<file path="config.mk">
export PLATFORM = sky130hd
export DESIGN_NAME = muldiv_sequencer
export DESIGN_NICKNAME = d
export VERILOG_FILES = /design/src/rtl/muldiv_sequencer_pkg.sv /design/src/rtl/muldiv_sequencer_abs.sv /design/src/rtl/muldiv_sequencer.sv
export SDC_FILE = /design/constraint.sdc
export NUM_CORES = 1
export LEC_CHECK = 0
export ABC_CLOCK_PERIOD_IN_PS = 18000
export BUFFER_PORTS_ARGS = -buffer_cell sky130_fd_sc_hd__buf_2
export CAP_MARGIN = 20
export CORE_MARGIN = 5
export CORE_UTILIZATION = 30
export DETAILED_ROUTE_END_ITERATION = 12
export SLEW_MARGIN = 20
export SYNTH_ARGS = -nofsm -noshare
export SYNTH_HDL_FRONTEND = slang
export SYNTH_SLANG_ARGS = --single-unit
</file>
<file path="constraint.sdc">
create_clock -name clk -period 18 [get_ports clk]
set_input_delay 1.8 -clock clk [delete_from_list [all_inputs] [get_ports clk]]
set_output_delay 1.8 -clock clk [all_outputs]
set_load 0.05 [all_outputs]
</file>
<file path="src/rtl/muldiv_sequencer_pkg.sv">
// Shared constants and helpers for the RV32M multiply/divide sequencer.
// Holds the M-extension func3/func7 codes and the operand-signedness decode.
package muldiv_sequencer_pkg;

   localparam logic [2:0] F3_MUL    = 3'b000;
   localparam logic [2:0] F3_MULH   = 3'b001;
   localparam logic [2:0] F3_MULHSU = 3'b010;
   localparam logic [2:0] F3_MULHU  = 3'b011;
   localparam logic [2:0] F3_DIV    = 3'b100;
   localparam logic [2:0] F3_DIVU   = 3'b101;
   localparam logic [2:0] F3_REM    = 3'b110;
   localparam logic [2:0] F3_REMU   = 3'b111;

   localparam logic [6:0] F7_MULDIV = 7'b0000001;

   typedef struct packed {
      logic a_signed;
      logic b_signed;
   } sign_flags_t;

   // MULH/DIV/REM: both signed; MULHSU: only rs1 signed; everything else unsigned.
   function automatic sign_flags_t decode_signs(input logic [2:0] f3);
      sign_flags_t sf;
      case (f3)
         F3_MULH, F3_DIV, F3_REM: begin
            sf.a_signed = 1'b1;
            sf.b_signed = 1'b1;
         end
         F3_MULHSU: begin
            sf.a_signed = 1'b1;
            sf.b_signed = 1'b0;
         end
         default: begin
            sf.a_signed = 1'b0;
            sf.b_signed = 1'b0;
         end
      endcase
      return sf;
   endfunction

endpackage

</file>
<file path="src/rtl/muldiv_sequencer_abs.sv">
// Conditional two's-complement negate; used for operand magnitudes and
// for restoring the sign of the product/quotient/remainder.
module muldiv_sequencer_abs #(
   parameter int W = 32
) (
   input  logic [W-1:0] value,
   input  logic         negate,
   output logic [W-1:0] result
);

   // Negate the input when requested, otherwise pass it through.
   always_comb begin
      if (negate) begin
         result = ~value + W'(1);
      end else begin
         result = value;
      end
   end

endmodule

</file>
<file path="src/rtl/muldiv_sequencer.sv">
// Iterative RV32M multiply/divide unit with its sequencing FSM.
// Optional build macro: MULDIV_EARLY_OUT_EN lets MUL finish as soon as the
// remaining multiplier is zero (minimum one iteration).
module muldiv_sequencer
   import muldiv_sequencer_pkg::*;
#(
   parameter int XLEN  = 32,
   parameter int CNT_W = $clog2(XLEN) + 1
) (
   input  logic            clk,
   input  logic            rst,
   input  logic            start,
   input  logic            flush,
   input  logic [2:0]      func3,
   input  logic [XLEN-1:0] rs1,
   input  logic [XLEN-1:0] rs2,
   output logic            busy,
   output logic            stall,
   output logic            done,
   output logic [XLEN-1:0] result
);

   localparam logic [2:0] S_IDLE = 3'd0;
   localparam logic [2:0] S_MUL  = 3'd1;
   localparam logic [2:0] S_DIV  = 3'd2;
   localparam logic [2:0] S_FIX  = 3'd3;
   localparam logic [2:0] S_DONE = 3'd4;

   logic [2:0]        state, next_state;
   logic [2:0]        op;
   logic              neg_res, neg_rem;
   logic [2*XLEN-1:0] acc, mcand;
   logic [XLEN-1:0]   opb;
   logic [CNT_W-1:0]  cnt;

   sign_flags_t       sf;
   logic              sign_a, sign_b, accept, is_special;
   logic              cnt_last, mul_last;
   logic [XLEN-1:0]   abs_a, abs_b, special_val, fix_val;
   logic [XLEN-1:0]   quo_fix, rem_fix;
   logic [2*XLEN-1:0] prod_fix, div_next;
   logic [XLEN:0]     div_hi;

   assign sf       = decode_signs(func3);
   assign sign_a   = sf.a_signed & rs1[XLEN-1];
   assign sign_b   = sf.b_signed & rs2[XLEN-1];
   assign accept   = (state == S_IDLE) & start & ~flush;
   assign cnt_last = (cnt == CNT_W'(XLEN - 1));

`ifdef MULDIV_EARLY_OUT_EN
   assign mul_last = cnt_last | (opb[XLEN-1:1] == '0);
`else
   assign mul_last = cnt_last;
`endif

   muldiv_sequencer_abs #(.W(XLEN))   u_abs_a (.value(rs1), .negate(sign_a), .result(abs_a));
   muldiv_sequencer_abs #(.W(XLEN))   u_abs_b (.value(rs2), .negate(sign_b), .result(abs_b));
   muldiv_sequencer_abs #(.W(2*XLEN)) u_prod  (.value(acc), .negate(neg_res), .result(prod_fix));
   muldiv_sequencer_abs #(.W(XLEN))   u_quo   (.value(acc[XLEN-1:0]), .negate(neg_res), .result(quo_fix));
   muldiv_sequencer_abs #(.W(XLEN))   u_rem   (.value(acc[2*XLEN-1:XLEN]), .negate(neg_rem), .result(rem_fix));

   // Divide-by-zero and signed-overflow short-circuit detection on live operands.
   always_comb begin
      is_special  = 1'b0;
      special_val = '0;
      if (func3[2] && (rs2 == '0)) begin
         is_special  = 1'b1;
         special_val = func3[1] ? rs1 : '1;
      end else if (func3[2] && !func3[0] && (rs1 == {1'b1, {(XLEN-1){1'b0}}}) && (rs2 == '1)) begin
         is_special  = 1'b1;
         special_val = func3[1] ? '0 : {1'b1, {(XLEN-1){1'b0}}};
      end else begin
         is_special  = 1'b0;
         special_val = '0;
      end
   end

   // One restoring-division step: shift {rem,quo} left, subtract divisor if it fits.
   always_comb begin
      div_hi = acc[2*XLEN-1:XLEN-1];
      if (div_hi >= {1'b0, opb}) begin
         div_next = {div_hi[XLEN-1:0] - opb, acc[XLEN-2:0], 1'b1};
      end else begin
         div_next = {div_hi[XLEN-1:0], acc[XLEN-2:0], 1'b0};
      end
   end

   // Sign-corrected result selection for the FIX state.
   always_comb begin
      case (op)
         F3_MUL:                       fix_val = prod_fix[XLEN-1:0];
         F3_MULH, F3_MULHSU, F3_MULHU: fix_val = prod_fix[2*XLEN-1:XLEN];
         F3_DIV, F3_DIVU:              fix_val = quo_fix;
         default:                      fix_val = rem_fix;
      endcase
   end

   // State register.
   always_ff @(posedge clk or posedge rst) begin
      if (rst) begin
         state <= S_IDLE;
      end else begin
         state <= next_state;
      end
   end

   // Next-state logic; a flush in any busy state wins over normal sequencing.
   always_comb begin
      next_state = state;
      case (state)
         S_IDLE: begin
            if (!accept)        next_state = S_IDLE;
            else if (!func3[2]) next_state = S_MUL;
            else if (is_special) next_state = S_DONE;
            else                next_state = S_DIV;
         end
         S_MUL:   next_state = mul_last ? S_FIX : S_MUL;
         S_DIV:   next_state = cnt_last ? S_FIX : S_DIV;
         S_FIX:   next_state = S_DONE;
         S_DONE:  next_state = S_IDLE;
         default: next_state = S_IDLE;
      endcase
      if (flush && (state != S_IDLE)) begin
         next_state = S_IDLE;
      end else begin
         next_state = next_state;
      end
   end

   // Status outputs decoded from the current state.
   always_comb begin
      busy  = (state != S_IDLE);
      done  = (state == S_DONE);
      stall = busy | (start & ~flush);
   end

   // Datapath: operand capture, iteration, and result write-back.
   always_ff @(posedge clk or posedge rst) begin
      if (rst) begin
         op      <= 3'b000;
         neg_res <= 1'b0;
         neg_rem <= 1'b0;
         acc     <= '0;
         mcand   <= '0;
         opb     <= '0;
         cnt     <= '0;
         result  <= '0;
      end else begin
         case (state)
            S_IDLE: begin
               if (accept) begin
                  op      <= func3;
                  neg_res <= sign_a ^ sign_b;
                  neg_rem <= sign_a;
                  opb     <= abs_b;
                  cnt     <= '0;
                  if (!func3[2]) begin
                     mcand <= {{XLEN{1'b0}}, abs_a};
                     acc   <= '0;
                  end else begin
                     mcand <= '0;
                     acc   <= {{XLEN{1'b0}}, abs_a};
                  end
                  if (is_special) begin
                     result <= special_val;
                  end
               end
            end
            S_MUL: begin
               if (opb[0]) begin
                  acc <= acc + mcand;
               end
               mcand <= mcand << 1;
               opb   <= opb >> 1;
               cnt   <= cnt + CNT_W'(1);
            end
            S_DIV: begin
               acc <= div_next;
               cnt <= cnt + CNT_W'(1);
            end
            S_FIX: begin
               if (!flush) begin
                  result <= fix_val;
               end
            end
            default: begin
            end
         endcase
      end
   end

endmodule

</file>
==> metrics <==
status finished clean; fillers 6457; GPL Wtd Cong 0.977; most common cell in the netlist nand2_1; Post-synth ARST share 100%; cell taking the most area after synthesis dfrtp_1; Worst EP arrival 5.39 ns; vias in the first global route 17800; Initial Utilization 30.4%; slew margin rel. 26.7%; share of layout cells above drive strength 1 9.11%; Synth Warn # 0; Detailed Route WL 71600 µm; top cells by area, synth dfrtp_1, o21ai_0, ha_1; Yosys top cell area share 28.0%; net count after synthesis 2577; number of synthesized flops with an enable pin 0; Vias 18800; clock-pin slew on the worst setup and hold paths 0.06 ns; die footprint 66500 µm²; TNS Setup 0 ns; DRT antenna net count 0; CTS hold repair buffers 0; PwrDens 187 nW/µm²; root buffer cell clkbuf_16; CTS tree built; maximum fanout along the worst path 54; Overall Power 3.86 mW; via/cell ratio 5.86; Setup Skew 0.0291 ns; # rows 90; endpoints failing hold 0; drt first pass iters 7; core area 60600 µm²; later-pin clock latency in the skew report 0.58 ns; leakage power figure 8.68 nW; # resized after CTS 0; Worst-Margin Slew 1.09 ns; Layout area overhead 11.8%; Hold Path Class flip-flop to flip-flop; Final nets 2591; Syn Inst Count 2403; maximum vdd drop 0.0000836 V; initial antenna violation count 3; Yosys cell types 77; Die Wd 258 µm; CTS H-tree lvls 1; number of setup buffers added after CTS 0; Mean Syn Cell Area 7.67 µm²; CTS Buffer Depth 3; sequential area share after synthesis 28.0%; DRC errors left 0; type of origin of the critical path primary input; crit end category flip-flop; antenna cells 0; cell area after synthesis 18400 µm²; total of max-cap violations 0; DIE HEIGHT 258 µm; Fmax 0.202 GHz; post-layout min period 4.94 ns; grt ovf 0; CTS buffer count 27; WL per Instance 22.3 µm; final setup violating endpoints 0; Overall Global Routing Usage 20.8%; pin count of the biggest net entering global routing 135; Ports 106; RSZ-0062 raised after global routing no; critical path class primary input to flip-flop; first-pass GRT wire length 110000 µm; iteration-0 DRC count of the detailed router 1890; Clock Sinks 206; Final Cycle Share 27.4%; CP Data Required Time 18.45 ns; HPWL after DPL 53900 µm; register bit total from synthesis 206; pins over their slew limit 0; most instantiated cells after synthesis nand2_1, o21ai_0, a21oi_1; dominant synthesized flop cell dfrtp_1; IO Port Bufs 105
-- where the power goes --
group	total [mW]	switching, mW	internal, mW	leakage [nW]
Clock	0.590	0.231	0.358	0.460
Combinational	2.31	1.43	0.886	5.54
Sequential	0.955	0.332	0.623	2.68
Total	3.86	1.99	1.87	8.68
-- path summary, 6_finish.rpt --
| check | start | endpoint | slack [ns] | cells after the start |
|---|---|---|---|---|
| max reg2reg | acc[33] | result[26] | 13.55 | 13 |
| min | result[24] | result[24] | 0.48 | 2 |
| min in group asynchronous | rst | mcand[57] | 1.28 | 2 |
| max in group asynchronous | rst | acc[10] | 14.95 | 4 |
| max | rs1[15] | result[19] | 13.06 | 12 |
| min reg2reg | result[24] | result[24] | 0.48 | 2 |
-- layout by cell type (no fill, tap or decap), types with 27 or more instances in the layout --
master,netlist,final
inv_1,86,85
o21a_1,32,31
a22oi_1,56,56
ha_1,101,101
nand4_1,33,33
o31ai_1,33,33
nand2_1,313,311
dfrtp_1,206,205
a21oi_1,212,212
buf_2,2,105
o21ai_0,259,259
a21o_1,37,37
nor3_1,42,40
xnor2_1,106,106
nand3_1,65,64
clkbuf_16,0,27
nor2_1,166,163
xor2_1,105,105
o22ai_1,29,29
-- kinds of logic after synthesis --
logic type | after synthesis | synth area share (%)
compound gates | 854 | 29.1
xor+xnor | 211 | 10.0
fa+ha+maj | 103 | 7.08
mux | 31 | 1.76
simple gates | 766 | 19.3
buf+inv | 232 | 4.78
flops | 206 | 28.0
-- critical path: stages --
cell      delay, ns
buf_2          0.12
or4_1          0.60
nor4_1         0.39
nand2b_1       0.13
or2_2          0.33
nor3_1         0.20
nand4b_1       0.28
o22ai_1        0.45
a21oi_4        0.09
buf_4          0.29
inv_1          0.32
mux2_4         0.33
-- metrics by stage --
| step | std cells | util (%) | hold slack, ns | area [µm²] | setup WS [ns] |
|---|---|---|---|---|---|
| after floorplan | 2403 | - | 0.452 | 18400 | 10.58 |
| after global placement | 3169 | 32.4 | 0.461 | 19600 | 12.64 |
| after detailed placement | 3169 | 32.4 | 0.474 | 19600 | 12.55 |
| after CTS | 3217 | 34.0 | 0.487 | 20600 | 13.14 |
| after global routing | 3218 | 34.0 | 0.508 | 20600 | 12.86 |
| final | 3218 | 34.0 | 0.480 | 20600 | 13.06 |
-- registers in the layout (all words and copies together), names as in the netlist --
name and count:
state 3, cnt 6, result 32, acc 64
op 3, neg_res 1, neg_rem 1, mcand 64
opb 32
-- area by class of cell --
type	instances	area [µm²]	area share [%]
Clock buffer	32	724	3.52
Clock inverter	16	224	1.09
Inverter	86	330	1.60
Multi-Input combinational cell	1965	12400	60.4
Sequential cell	206	5160	25.0
Tap cell	782	978	4.75
Timing Repair Buffer	131	741	3.60
-- layer usage --
layer,vias up,track usage [%],wire (µm)
met5,-,0,13
met3,149,6.55,8570
met1,8935,30.2,31800
li1,8847,-,-
met4,2,6.02,2430
met2,912,29.5,28800
Power figures use the tool's default switching activity.
